### src/rtl/wsn_radio_tx_if.sv
// wsn_radio_tx_if
// Byte handshake between the CPU side and the radio transmitter.
//   tx_data  : payload byte
//   tx_valid : tx_data/tx_last are valid this cycle
//   tx_last  : the current byte is the final payload byte of the frame
//   tx_ready : the transmitter can accept a byte this cycle
// A byte transfers on a cycle where tx_valid and tx_ready are both high.
interface wsn_radio_tx_if;
  logic [7:0] tx_data;
  logic       tx_valid;
  logic       tx_last;
  logic       tx_ready;

  modport master (output tx_data, output tx_valid, output tx_last, input tx_ready);
  modport slave  (input tx_data, input tx_valid, input tx_last, output tx_ready);
endinterface

### src/rtl/wsn_radio_tx.sv
// wsn_radio_tx
// OOK frame transmitter for a shared antenna wire. A frame is two 0xAA
// preamble bytes, one 0x2D sync byte, the payload bytes, then a CRC-8
// (poly 0x07, init 0x00) over the payload. Each bit is held DIV cycles,
// MSB first. Frames are followed by GAP bit-times of silence.
// Ports:
//   clk       : system clock, all logic on posedge
//   reset     : synchronous, active-high
//   tx        : byte handshake (slave side of wsn_radio_tx_if)
//   antena    : serial bit stream, 0 whenever not on air
//   antena_oe : drive enable, high only while a frame is on air
//   busy      : high in any state other than IDLE
//   done      : one-cycle pulse in the first GAP cycle after a complete frame
//   underrun  : one-cycle pulse in the first GAP cycle after an aborted frame
module wsn_radio_tx #(
  parameter int DIV = 16,
  parameter int GAP = 4
) (
  input  logic           clk,
  input  logic           reset,
  wsn_radio_tx_if.slave  tx,
  output logic           antena,
  output logic           antena_oe,
  output logic           busy,
  output logic           done,
  output logic           underrun
);

  typedef enum logic [2:0] {S_IDLE, S_PRE, S_SYNC, S_PAY, S_CRC, S_GAP} state_t;

  localparam logic [7:0]  DIV_LAST = 8'(DIV - 1);
  localparam logic [11:0] GAP_LAST = 12'(GAP * DIV - 1);

  state_t      r_state, w_state_nxt;
  logic [7:0]  r_div_cnt;
  logic [2:0]  r_bit_idx;
  logic        r_pre_second;
  logic [11:0] r_gap_cnt;
  logic [7:0]  r_hold, r_shift, r_crc;
  logic        r_full, r_hold_last, r_cur_last, r_last_seen;
  logic        r_done, r_underrun;

  logic w_accept, w_on_air, w_bit_end, w_byte_end, w_gap_end;
  logic w_load_pay, w_done_set, w_under_set;

  function automatic logic [7:0] crc8_byte(input logic [7:0] crc_in, input logic [7:0] d);
    logic [7:0] c;
    c = crc_in ^ d;
    for (int i = 0; i < 8; i++) c = c[7] ? ((c << 1) ^ 8'h07) : (c << 1);
    return c;
  endfunction

  assign w_on_air   = (r_state == S_PRE) || (r_state == S_SYNC) ||
                      (r_state == S_PAY) || (r_state == S_CRC);
  assign w_bit_end  = w_on_air && (r_div_cnt == DIV_LAST);
  assign w_byte_end = w_bit_end && (r_bit_idx == 3'd7);
  assign w_gap_end  = (r_state == S_GAP) && (r_gap_cnt == GAP_LAST);

  // Ready is gated by the reset input so nothing is accepted while reset is held.
  assign tx.tx_ready = !reset && !r_full && !r_last_seen &&
                       ((r_state == S_IDLE) || (r_state == S_PRE) ||
                        (r_state == S_SYNC) || (r_state == S_PAY));
  assign w_accept    = tx.tx_valid && tx.tx_ready;

  assign antena    = w_on_air & r_shift[7];
  assign antena_oe = w_on_air;
  assign busy      = (r_state != S_IDLE);
  assign done      = r_done;
  assign underrun  = r_underrun;

  always_ff @(posedge clk) begin
    if (reset) r_state <= S_IDLE;
    else       r_state <= w_state_nxt;
  end

  always_comb begin
    w_state_nxt = r_state;
    w_load_pay  = 1'b0;
    w_done_set  = 1'b0;
    w_under_set = 1'b0;
    case (r_state)
      S_IDLE: if (w_accept) w_state_nxt = S_PRE;
      S_PRE:  if (w_byte_end && r_pre_second) w_state_nxt = S_SYNC;
      S_SYNC: if (w_byte_end) begin
        w_state_nxt = S_PAY;
        w_load_pay  = 1'b1;
      end
      S_PAY: if (w_byte_end) begin
        if (r_cur_last)  w_state_nxt = S_CRC;
        else if (r_full) w_load_pay  = 1'b1;
        else begin
          // Starved at a byte boundary: abandon the frame.
          w_state_nxt = S_GAP;
          w_under_set = 1'b1;
        end
      end
      S_CRC: if (w_byte_end) begin
        w_state_nxt = S_GAP;
        w_done_set  = 1'b1;
      end
      S_GAP:  if (w_gap_end) w_state_nxt = S_IDLE;
      default: w_state_nxt = S_IDLE;
    endcase
  end

  // Control state: flags, counters, CRC accumulator.
  always_ff @(posedge clk) begin
    if (reset) begin
      r_full       <= 1'b0;
      r_last_seen  <= 1'b0;
      r_cur_last   <= 1'b0;
      r_crc        <= 8'h00;
      r_div_cnt    <= 8'd0;
      r_bit_idx    <= 3'd0;
      r_pre_second <= 1'b0;
      r_gap_cnt    <= 12'd0;
      r_done       <= 1'b0;
      r_underrun   <= 1'b0;
    end else begin
      r_done     <= w_done_set;
      r_underrun <= w_under_set;

      // A byte accepted on the abort edge belongs to a dead frame and is dropped.
      if (w_under_set)     r_full <= 1'b0;
      else if (w_accept)   r_full <= 1'b1;
      else if (w_load_pay) r_full <= 1'b0;

      if (w_under_set || w_gap_end)   r_last_seen <= 1'b0;
      else if (w_accept && tx.tx_last) r_last_seen <= 1'b1;

      if (w_load_pay) begin
        r_crc      <= crc8_byte(r_crc, r_hold);
        r_cur_last <= r_hold_last;
      end else if ((r_state == S_IDLE) && w_accept) begin
        r_crc <= 8'h00;
      end

      if (w_on_air) begin
        r_div_cnt <= w_bit_end ? 8'd0 : r_div_cnt + 8'd1;
        if (w_bit_end) r_bit_idx <= r_bit_idx + 3'd1;
      end else begin
        r_div_cnt <= 8'd0;
        r_bit_idx <= 3'd0;
      end

      // Toggles once per preamble byte; returns to 0 as PRE is left.
      if ((r_state == S_PRE) && w_byte_end) r_pre_second <= ~r_pre_second;

      r_gap_cnt <= (r_state == S_GAP) ? r_gap_cnt + 12'd1 : 12'd0;
    end
  end

  // Data path: holding register and output shifter.
  always_ff @(posedge clk) begin
    if (w_accept) begin
      r_hold      <= tx.tx_data;
      r_hold_last <= tx.tx_last;
    end
    // Preloaded while idle so the first preamble bit is on air in the first PRE cycle.
    if (r_state == S_IDLE) begin
      r_shift <= 8'hAA;
    end else if (w_byte_end) begin
      case (r_state)
        S_PRE:   r_shift <= r_pre_second ? 8'h2D : 8'hAA;
        S_SYNC:  r_shift <= r_hold;
        S_PAY:   r_shift <= r_cur_last ? r_crc : r_hold;
        default: r_shift <= r_shift;
      endcase
    end else if (w_bit_end) begin
      r_shift <= {r_shift[6:0], 1'b0};
    end
  end

endmodule

### src/flat_wrapper.sv
// flat-port wrapper written by rule: the top's interface ports become plain ports
module wsn_radio_tx_flat 
#(
  parameter int DIV = 16,
  parameter int GAP = 4
)
  (clk, reset, antena, antena_oe, busy, done, underrun, tx_tx_data, tx_tx_valid, tx_tx_last, tx_tx_ready);
  wsn_radio_tx_if tx_i ();
  input  logic clk;
  input  logic reset;
  output logic antena;
  output logic antena_oe;
  output logic busy;
  output logic done;
  output logic underrun;
  input wire logic [$bits(tx_i.tx_data)-1:0] tx_tx_data;
  input wire logic [$bits(tx_i.tx_valid)-1:0] tx_tx_valid;
  input wire logic [$bits(tx_i.tx_last)-1:0] tx_tx_last;
  output wire logic [$bits(tx_i.tx_ready)-1:0] tx_tx_ready;
  assign tx_i.tx_data = tx_tx_data;
  assign tx_i.tx_valid = tx_tx_valid;
  assign tx_i.tx_last = tx_tx_last;
  assign tx_tx_ready = tx_i.tx_ready;
  wsn_radio_tx #(.DIV(DIV), .GAP(GAP)) u_core (.clk(clk), .reset(reset), .tx(tx_i), .antena(antena), .antena_oe(antena_oe), .busy(busy), .done(done), .underrun(underrun));
endmodule
### config.mk
export PLATFORM = sky130hd
export DESIGN_NAME = wsn_radio_tx_flat
export DESIGN_NICKNAME = d
export VERILOG_FILES = /design/src/rtl/wsn_radio_tx_if.sv /design/src/rtl/wsn_radio_tx.sv /design/src/flat_wrapper.sv
export SDC_FILE = /design/constraint.sdc
export NUM_CORES = 1
export LEC_CHECK = 0
export CAP_MARGIN = 15
export CELL_PAD_IN_SITES_DETAIL_PLACEMENT = 1
export CELL_PAD_IN_SITES_GLOBAL_PLACEMENT = 1
export CORE_MARGIN = 2
export CORE_UTILIZATION = 40
export DETAILED_ROUTE_END_ITERATION = 8
export PLACE_DENSITY_LB_ADDON = 0.08
export SLEW_MARGIN = 25
export SYNTH_ARGS = -nofsm -noshare
export SYNTH_HDL_FRONTEND = slang
export SYNTH_SLANG_ARGS = --single-unit
### constraint.sdc
create_clock -name clk -period 2 [get_ports clk]
set_clock_uncertainty 0.2 [all_clocks]
set_input_delay 0.3 -clock clk [delete_from_list [all_inputs] [get_ports clk]]
set_output_delay 0.3 -clock clk [all_outputs]
set_load 0.01 [all_outputs]
==> qor.yml, run 1 <==
run_status:
  status: "completed"
sta:
  slew_violations: 0
  worstMarginPinSlew_ps: 309.3
  worst_slack_ps: 22.33
  max_freq_ghz: 0.5056
  rsz0062_at_grt: "true"
  slew_headroom_pct: 79.24
  finalCriticalPeriod_ps: 1978
  finalSetupViolations: 0
  hold_violations: 0
  fin_crit_sh_pct: 98.88
floorplanning:
  die_y_um: 88.64
  pin_count: 18
  num_rows: 30
  initial_core_util_pct: 41.71
  die_area_um2: 7856
  core_area_um2: 6869
  die_w_um: 88.64
power:
  p_sw_share_pct: 29.04
  power.switching_mw: 0.7971
  power_density_nw_per_um2: 728.4
  ir_drop_v: 0.0004079
  leakage_nw: 1.354
  power_mw: 2.745
  p_comb_share_pct: 19.7
  p_seq_share_pct: 45.0
  pwr-share-clk_pct: 35.3
  internal-power_mw: 1.948
critical_path:
  reg2regPathDepth: 5
  critPathMaxStageDelay_ps: 510
  r2r_slack_ps: 70
  r2r-start: "u_core.r_last_seen"
  arrival_ps: 1980
  cp-startpoint: "tx_tx_valid"
  cp-start-kind: "input pin"
  criticalPathCategory: "input pin to flip-flop"
  crit_slowest_cell: "clkdlybuf4s50_1"
  critPathRequiredTime_ps: 2010
  worstPathMaxFanout: 3
  r2r-end: "u_core.r_state[0]"
  crit_chain: "clkdlybuf4s50_1, or3b_2, a21oi_2, o32ai_2, a221oi_2, o221ai_1"
  end_kind: "flip-flop"
place:
  hpwl_um: 5500
  pre_cts_ws_ps: -458.2
  port_buffers: 17
  placedCellCount: 451
  gp_congestion: 0.8367
synth:
  synth_most_common_cell: "dfxtp_1"
  synth_flop_cell: "dfxtp_1"
  syn_area_um2: 2865
  ys_seq_area_share_pct: 42.97
  synth_area_leaders: "dfxtp_1, edfxtp_1, xnor2_1"
  synth_cell_type_count: 55
  netlist.area_leader.share_pct: 33.54
  synth_fp_nets: 323
  yosys_warnings: 0
  synth_edf_count: 9
  syn_area_per_cell_um2: 9.333
  syn_inst: 307
  synth_top_cell_by_area: "dfxtp_1"
  yosys-top-cells-count: "dfxtp_1, nor2_1, xnor2_1"
  ys_seq_elements: 57
  synthArstFlopShare_pct: 0
cts:
  cts.clk_slew.worst_paths_ps: 60
  cts_tree: "built"
  clockRootBuffer: "clkbuf_8"
  insertion_delay_ps: 340
  numClockSinks: 57
  cts_buffer_depth: 2
  cts_made_buffers: 9
  htree_levels: 3
  postCtsHoldBufs: 0
global_route:
  grt_antenna_before_repair: 0
  grt_max_degree: 13
  globalRouteTotalUtil_pct: 20.93
  grt_pass1_wl_um: 12390
  overflow: 0
  grt_pass1_vias: 2570
layout:
  fin_cells: 473
  drive_above_1_share_pct: 27.59
  final_nets: 388
  diodes: 0
  seq_area_um2: 1236
  fillers: 801
  syn_to_final_growth_pct: 31.53
  multi_input_area_um2: 1668
  fin_util_pct: 54.86
min_path:
  hold_start: "u_core.r_gap_cnt[0]"
  holdPathStages: 1
  hold_path.class: "flip-flop to flip-flop"
  holdPathEnd: "u_core.r_gap_cnt[0]"
detailed_routing:
  firstDrtPassIters: 4
  wirelength_um: 7609
  drt_drc_violations_left: 0
  drt_iter0_drc: 69
  avgRoutedWirePerCell_um: 16.09
  vias_per_cell: 5.180
  vias: 2450
  ant_nets: 0
job:
  cap_violations: 0
[placed cells by master (no fill, tap or decap), types with 3 or more instances in the layout]
cell             count
nor3_1               8
xor2_1              13
nor2_1              39
buf_4               40
o21ai_1              3
clkbuf_2             3
dfxtp_2              4
edfxtp_1             9
clkbuf_8            11
buf_6                6
a31oi_1              6
and3_1               3
o21ai_0              7
inv_1                5
nand3_1             10
nor4_1               3
a21oi_1             18
nand2b_1             9
xnor2_1             25
dfxtp_1             44
mux2i_1              6
or3_1                3
a22oi_1              4
a211oi_1             3
nand4_1              6
clkdlybuf4s50_1     13
clkinv_2             4
nand2_1             20
[area by class of cell]
type                    instances  area share [%]
multi-input cells             233           44.26
flip-flops and latches         57           32.80
repair buffers                 65           14.51
clock buffers                  13           4.216
well taps                      96           3.187
inverters                       6          0.6308
clock inverters                 3          0.3984
[per-stage QoR]
stage | hold WS (ps) | TNS [ps] | area, um^2
finish | 245.9 | 0 | 3769
global route | 276.3 | -48.57 | 3769
CTS | 253.1 | -25.30 | 3661
detailed placement | 240.6 | -6919 | 3416
global placement | 230.2 | -5461 | 3416
floorplan | 198.9 | 0 | 2870
[layer usage]
metal / global-route usage [%] / vias up / routed length [um]
met3: 5.224 / 13 / 181
met4: 8.264 / 0 / 161
met5: 0 / - / 0
met2: 34.67 / 21 / 3801
li1: - / 1232 / -
met1: 26.12 / 1184 / 3465
[cells by family after synthesis]
family                   share of synthesized area [%]
adder cells (fa/ha/maj)                          1.747
buffers and inverters                            3.318
flip-flops                                       42.97
multiplexers                                     2.096
AO/OA/AOI/OAI                                    14.41
XOR/XNOR                                         11.62
AND/OR/NAND/NOR                                  23.84
[how the worst max path moves through the flow]
stage / endpoint / cells past startpoint
3_3_place_gp: u_core.r_crc[2] / 5
5_1_grt: u_core.r_state[0] / 6
6_report: u_core.r_state[0] / 6
3_5_place_dp: u_core.r_crc[5] / 6
4_1_cts: u_core.r_state[0] / 8
2_1_floorplan: u_core.r_crc[4] / 6
[critical path: cells and delay by family]
kind	cells	cell delay (ps)
compound gates	4	710
buf+inv	1	510
simple gates	1	470
[flip-flops by register name, indices dropped and copies added, names as in the netlist]
| signal | cells |
|---|---|
| u_core.r_bit_idx | 3 |
| u_core.r_div_cnt | 8 |
| u_core.r_state | 3 |
| u_core.done | 1 |
| u_core.r_pre_second | 1 |
| u_core.r_hold | 8 |
| u_core.r_hold_last | 1 |
| u_core.r_shift | 8 |
| u_core.r_crc | 8 |
| u_core.r_full | 1 |
| u_core.r_cur_last | 1 |
| u_core.r_last_seen | 1 |
| u_core.underrun | 1 |
| u_core.r_gap_cnt | 12 |
[timing repair]
action / 4_1_cts / 5_1_grt
pin swaps: 3 / 12
endpoints found under the setup margin: 21 / 28
cloned: 0 / 1
gates resized for setup: 19 / 28
buffers inserted: 4 / 1
[power by group through the flow]
stage               combinational (mW)  clock, mW  sequential [mW]
floorplan                        0.291          0             1.23
global placement                 0.500          0             1.25
detailed placement               0.515          0             1.25
CTS                              0.524      0.996             1.23
global route                     0.586       1.05             1.24
finish                           0.540      0.970             1.23
(Power assumes the default switching activity.)
==> run 2, diff against run 1 <==
CORE_ASPECT_RATIO = 0.8   (was default)
==> run 2 against run 1 <==
Power increased by 9.6%. Worst hold slack improved by 5.0 ps. Clock-buffer cell count decreased by 1. Sequential cell count unchanged. Setup slack improved by 45 ps. Sequential share of layout area decreased by 0.71 points. Final cell count unchanged. Utilization increased by 0.87 points. Wire length increased by 1.7%. Largest power group unchanged.
==> qor.yml, run 2 (same netlist as run 1, synthesis figures left out) <==
critical_path:
  cp-start-kind: "flip-flop"  # was input pin
  arrival_ps: 1940  # was 1980 ps
  r2r-end: "u_core.r_state[0]"  # unchanged
  criticalPathCategory: "flip-flop to flip-flop"  # was input pin to flip-flop
  reg2regPathDepth: 8  # was 5
  critPathMaxStageDelay_ps: 350  # was 510 ps
  crit_top_cell: "ha_4"
  crit_chain: "ha_4, ha_4, buf_6, nand4_1, nor2_4, o21ai_2, a221oi_2, o221ai_1"  # was clkdlybuf4s50_1, or3b_2, a21oi_2, o32ai_2, a221oi_2, o221ai_1
  r2r_slack_ps: 70  # about the same
  worstPathMaxFanout: 4  # was 3
  end_kind: "flip-flop"  # unchanged
  r2r-start: "u_core.r_bit_idx[1]"  # was u_core.r_last_seen
  critPathRequiredTime_ps: 2000  # was 2010 ps
  crit_slowest_cell: "dfxtp_2"  # was clkdlybuf4s50_1
floorplanning:
  initial_core_util_pct: 41.37  # was 41.71%
  die_w_um: 98.63  # was 88.64 um
  die_y_um: 79.70  # was 88.64 um
  num_rows: 27  # was 30
  pin_count: 18  # unchanged
  die_area_um2: 7860  # was 7856 um^2
  core_area_um2: 6925  # was 6869 um^2
sta:
  fin_crit_sh_pct: 96.64  # was 98.88%
  finalCriticalPeriod_ps: 1933  # was 1978 ps
  worstMarginPinSlew_ps: 349.3  # was 309.3 ps
  max_freq_ghz: 0.5174  # was 0.5056 GHz
  hold_violations: 0  # unchanged
  finalSetupViolations: 0  # unchanged
  worst_slack_ps: 67.15  # was 22.33 ps
  slew_violations: 0  # unchanged
  rsz0062_at_grt: "true"  # unchanged
  setup_tns_ps: 0  # unchanged
  slew_headroom_pct: 76.55  # was 79.24%
layout:
  seq_area_um2: 1239  # was 1236 um^2
  layout_common_cells: "buf_4, dfxtp_1, nor2_1"  # was dfxtp_1, buf_4, nor2_1
  fillers: 809  # was 801
  regMostFlops: "u_core.r_gap_cnt"  # unchanged
  drive_above_1_share_pct: 30.31  # was 27.59%
  final_nets: 397  # was 388
  diodes: 0  # unchanged
  syn_to_final_growth_pct: 34.72  # was 31.53%
  multi_input_area_um2: 1688  # was 1668 um^2
  largest_reg_flops: 12  # unchanged
  final_common_cell: "buf_4"  # was dfxtp_1
global_route:
  overflow: 0  # unchanged
  grt_pass1_wl_um: 12920  # was 12390 um
  grt_pass1_vias: 2551  # was 2570
  grt_max_degree: 16  # was 13
  globalRouteTotalUtil_pct: 20.85  # was 20.93%
  grt_antenna_before_repair: 0  # unchanged
cts:
  htree_levels: 3  # unchanged
  numClockSinks: 57  # unchanged
  postCtsHoldBufs: 0  # unchanged
  clockRootBuffer: "clkbuf_8"  # unchanged
  cts_made_buffers: 9  # unchanged
  cts_tree: "built"  # unchanged
  cts.clk_slew.worst_paths_ps: 60  # about the same
  insertion_delay_ps: 340  # about the same
  cts_buffer_depth: 2  # unchanged
detailed_routing:
  wirelength_um: 7738  # was 7609 um
  drt_iter0_drc: 102  # was 69
  avgRoutedWirePerCell_um: 16.36  # was 16.09 um
  firstDrtPassIters: 4  # unchanged
  vias_per_cell: 5.370  # was 5.180
  ant_nets: 0  # unchanged
  vias: 2540  # was 2450
  drt_drc_violations_left: 0  # unchanged
power:
  ir_drop_v: 0.0004438  # was 0.0004079 V
  leakage_nw: 1.420  # was 1.354 nW
  power_density_nw_per_um2: 779.5  # was 728.4 nW/um^2
min_path:
  hold_path.class: "flip-flop to flip-flop"  # unchanged
  holdPathEnd: "u_core.r_gap_cnt[0]"  # unchanged
  holdPathStages: 1  # unchanged
  hold_start: "u_core.r_gap_cnt[0]"  # unchanged
job:
  cap_violations: 0  # unchanged
place:
  hpwl_um: 5527  # was 5500 um
  gp_congestion: 0.8408  # was 0.8367
  pre_cts_ws_ps: -297.2  # was -458.2 ps
  port_buffers: 17  # unchanged
run_status:
  status: "completed"  # unchanged
run 2: cell types whose count changed in the layout (fill, tap and decap cells not counted), moves of 2 or more:
cell      change
buf_6         -5
dfxtp_2       +2
clkbuf_1      -2
dfxtp_1       -2
clkbuf_2      -2
nor2_1        +2
buf_4        +15
run 2: final cells by class:
class / count / area share, %
Clock inverter: 4 / 1.199
Sequential cell: 57 / 32.09
Inverter: 6 / 0.6159
Tap cell: 87 / 2.820
Timing Repair Buffer: 73 / 14.98
Clock buffer: 12 / 4.570
Multi-Input combinational cell: 234 / 43.73
run 2: worst max-delay path by stage:
stage | cells after the start | slack, ps | endpoint | start
finish | 8 | 70 | u_core.r_state[0] | u_core.r_bit_idx[1]
global route | 8 | -60 | u_core.r_state[0] | u_core.r_bit_idx[1]
CTS | 5 | 0.7 | antena_oe | u_core.r_state[1]
detailed placement | 5 | -300 | u_core.r_crc[6] | tx_tx_valid
global placement | 5 | -270 | u_core.r_crc[0] | tx_tx_valid
floorplan | 6 | 3 | u_core.r_crc[4] | u_core.r_bit_idx[0]
run 2: through the flow:
stage          cells  total power, mW  utilization [%]  area (um^2)  hold WS, ps
5_1_grt          473            3.140            55.74         3860        265.6
3_5_place_dp     448            1.824            49.63         3437        235.0
6_report         473            3.009            55.74         3860        250.9
4_1_cts          472            3.024            55.03         3811        253.4
3_3_place_gp     448            1.810            49.63         3437        227.7
2_1_floorplan    307            1.524                -         2870        198.9
run 2: where the power goes:
part	switching (mW)	total (mW)	internal (mW)
logic	0.306	0.584	0.278
registers	0.0401	1.24	1.20
clock network	0.475	1.19	0.715
total	0.821	3.01	2.19
run 2: layer usage:
layer,up-vias,GRT usage (%),share of wire (%)
li1,1249,-,-
met1,1248,29.99,51
met2,36,31.63,44
met3,7,4.466,3.7
met4,0,5.890,0.92
met5,-,0,0
run 2: what timing repair did:
item / CTS / global route
cloned: 1 / 0
resized for setup: 32 / 13
setup endpoints to repair: 24 / 17
pin swaps: 10 / 8
setup buffers: 7 / 1
run 2: worst max-delay path: cells and delay by family, from the launching register on:
kind / cells / cell delay [ps]
buffers and inverters: 1 / 100
AOI/OAI and AO/OA: 3 / 490
DFF: 1 / 350
adders and majority gates: 2 / 280
and+or+nand+nor: 2 / 390
==> run 3, diff against run 2 <==
SETUP_SLACK_MARGIN = 0.3   (was default)
==> run 3 against run 2 <==
Sequential share of layout area is 1.7 points lower. Sequential power hardly changed. Clock-buffer cell count is 2 lower. Power is 1.6% higher. Final cell count is 1.7% lower. Non-clock buffer count is 10 lower. Worst hold slack worse by 19 ps. Via count is 2.0% higher. Largest power group unchanged. Highest routed layer unchanged.
==> qor.yml, run 3 (same netlist as run 1, synthesis figures left out) <==
global_route:
  grt_max_degree: 13  # was 16
  grtUsageMet3_pct: 6.480  # was 4.466%
  grt_pass1_vias: 2632  # was 2551
  grtUsageMet1_pct: 25.44  # was 29.99%
  globalRouteMet2Util_pct: 36.67  # was 31.63%
  grt_antenna_before_repair: 0  # unchanged
  grt.busiest_layer: "met2"  # unchanged
  overflow: 0  # unchanged
  globalRouteTotalUtil_pct: 21.39  # was 20.85%
  grt_pass1_wl_um: 12950  # was 12920 um
layout:
  layout_common_cells: "dfxtp_1, nor2_1, buf_4"  # was buf_4, dfxtp_1, nor2_1
  drive_above_1_share_pct: 41.80  # was 30.31%
  diodes: 0  # unchanged
  fin_cells: 465  # was 473
  final_common_cell: "dfxtp_1"  # was buf_4
  final_nets: 389  # was 397
  syn_to_final_growth_pct: 44.19  # was 34.72%
  multi_input_area_um2: 1957  # was 1688 um^2
  largest_reg_flops: 12  # unchanged
  final_cell_area_um2: 4131  # was 3860 um^2
  fin_util_pct: 59.66  # was 55.74%
  regMostFlops: "u_core.r_gap_cnt"  # unchanged
  fillers: 753  # was 809
  seq_area_um2: 1257  # was 1239 um^2
critical_path:
  crit_buf_inv: 0  # was 1
  worstPathMaxFanout: 4  # unchanged
  crit_top_cell: "ha_4"  # unchanged
  crit_chain: "ha_4, ha_4, and4_4, o2111ai_4, or3_1, a31oi_1"  # was ha_4, ha_4, buf_6, nand4_1, nor2_4, o21ai_2, a221oi_2, o221ai_1
  critPathRequiredTime_ps: 2080  # was 2000 ps
  critPathMaxStageDelay_ps: 420  # was 350 ps
  end_kind: "flip-flop"  # unchanged
  crit_family: "simple AND/OR/NAND/NOR gates"  # was compound AO/OA/AOI/OAI gates
  arrival_ps: 2050  # was 1940 ps
  crit_slowest_cell: "or3_1"  # was dfxtp_2
  criticalPathCategory: "flip-flop to flip-flop"  # unchanged
  cp-start-kind: "flip-flop"  # unchanged
power:
  ir_drop_v: 0.0003595  # was 0.0004438 V
  leakage_nw: 1.494  # was 1.420 nW
  power_density_nw_per_um2: 740.2  # was 779.5 nW/um^2
  power_mw: 3.058  # was 3.009 mW
floorplanning:
  die_y_um: 79.70  # unchanged
  core_area_um2: 6925  # unchanged
  initial_core_util_pct: 41.37  # unchanged
  die_w_um: 98.63  # unchanged
  die_area_um2: 7860  # unchanged
  pin_count: 18  # unchanged
  num_rows: 27  # unchanged
cts:
  cts_made_buffers: 9  # unchanged
  insertion_delay_ps: 350  # was 340 ps
  cts_buffer_depth: 2  # unchanged
  cts_tree: "built"  # unchanged
  htree_levels: 3  # unchanged
  clockRootBuffer: "clkbuf_8"  # unchanged
  numClockSinks: 57  # unchanged
  cts.clk_slew.worst_paths_ps: 70  # was 60 ps
place:
  placedInstanceArea_um2: 3407  # was 3437 um^2
  placedCellCount: 428  # was 448
  port_buffers: 17  # unchanged
  pre_cts_ws_ps: -275.8  # was -297.2 ps
  gp_congestion: 0.7642  # was 0.8408
  hpwl_um: 5453  # was 5527 um
detailed_routing:
  vias: 2591  # was 2540
  drt_drc_violations_left: 0  # unchanged
  avgRoutedWirePerCell_um: 18.64  # was 16.36 um
  wirelength_um: 8666  # was 7738 um
  firstDrtPassIters: 5  # was 4
  drt_iter0_drc: 75  # was 102
  ant_nets: 0  # unchanged
  vias_per_cell: 5.572  # was 5.370
sta:
  slew_violations: 0  # unchanged
  fin_crit_sh_pct: 98.65  # was 96.64%
  finalSetupViolations: 0  # unchanged
  worstMarginPinSlew_ps: 395.1  # was 349.3 ps
  hold_violations: 0  # unchanged
  slew_headroom_pct: 73.58  # was 76.55%
  setup_tns_ps: 0  # unchanged
  rsz0062_at_grt: "true"  # unchanged
  worst_slack_ps: 27.01  # was 67.15 ps
  max_freq_ghz: 0.5068  # was 0.5174 GHz
  hold_ws_ps: 231.4  # was 250.9 ps
  finalCriticalPeriod_ps: 1973  # was 1933 ps
min_path:
  hold_path.class: "flip-flop to flip-flop"  # unchanged
job:
  cap_violations: 0  # unchanged
run_status:
  status: "completed"  # unchanged
-- run 3: cell count changes in the layout (fill, tap and decap cells not counted), moves of 4 or more --
cell	before	now
a21oi_1	18	10
a21oi_2	1	9
a22oi_1	4	0
a22oi_2	0	4
buf_4	55	32
buf_6	1	14
clkdlybuf4s50_1	13	9
dfxtp_1	42	35
dfxtp_4	0	4
nor2_1	41	33
nor2_2	1	6
nor2_4	1	5
o21ai_0	8	3
-- run 3: final timing paths --
kind	cells after the start	slack, ps	end	startpoint
max reg2reg	6	30	u_core.r_crc[2]	u_core.r_bit_idx[1]
min reg2reg	1	230	u_core.r_div_cnt[0]	u_core.r_div_cnt[0]
min	1	230	u_core.r_div_cnt[0]	u_core.r_div_cnt[0]
max	6	30	u_core.r_crc[2]	u_core.r_bit_idx[1]
-- run 3: layout make-up --
| cell class | instances | area share [%] |
|---|---|---|
| clock buffers | 10 | 3.331 |
| repair buffers | 63 | 14.39 |
| well taps | 87 | 2.635 |
| flip-flops and latches | 57 | 30.44 |
| multi-input cells | 236 | 47.37 |
| clock inverters | 6 | 1.181 |
| inverters | 6 | 0.6663 |
-- run 3: routing by layer --
| layer | wire [um] | vias up | share of wire, % |
|---|---|---|---|
| met5 | 0 | - | 0 |
| met4 | 172 | 0 | 2.0 |
| met3 | 277 | 20 | 3.2 |
| met2 | 4394 | 47 | 51 |
| met1 | 3822 | 1286 | 44 |
| li1 | - | 1238 | - |
-- run 3: what timing repair did --
action	in CTS	in global routing
pin swaps	14	20
cloned	2	1
hold buffers	0	0
setup endpoints to repair	53	51
buffers inserted	9	9
gates resized for setup	48	61
-- run 3: report_power, final --
group / switching (mW) / total (mW) / internal, mW
sequential: 0.0386 / 1.23 / 1.19
combinational: 0.403 / 0.790 / 0.387
clock: 0.536 / 1.03 / 0.498
total: 0.978 / 3.06 / 2.08
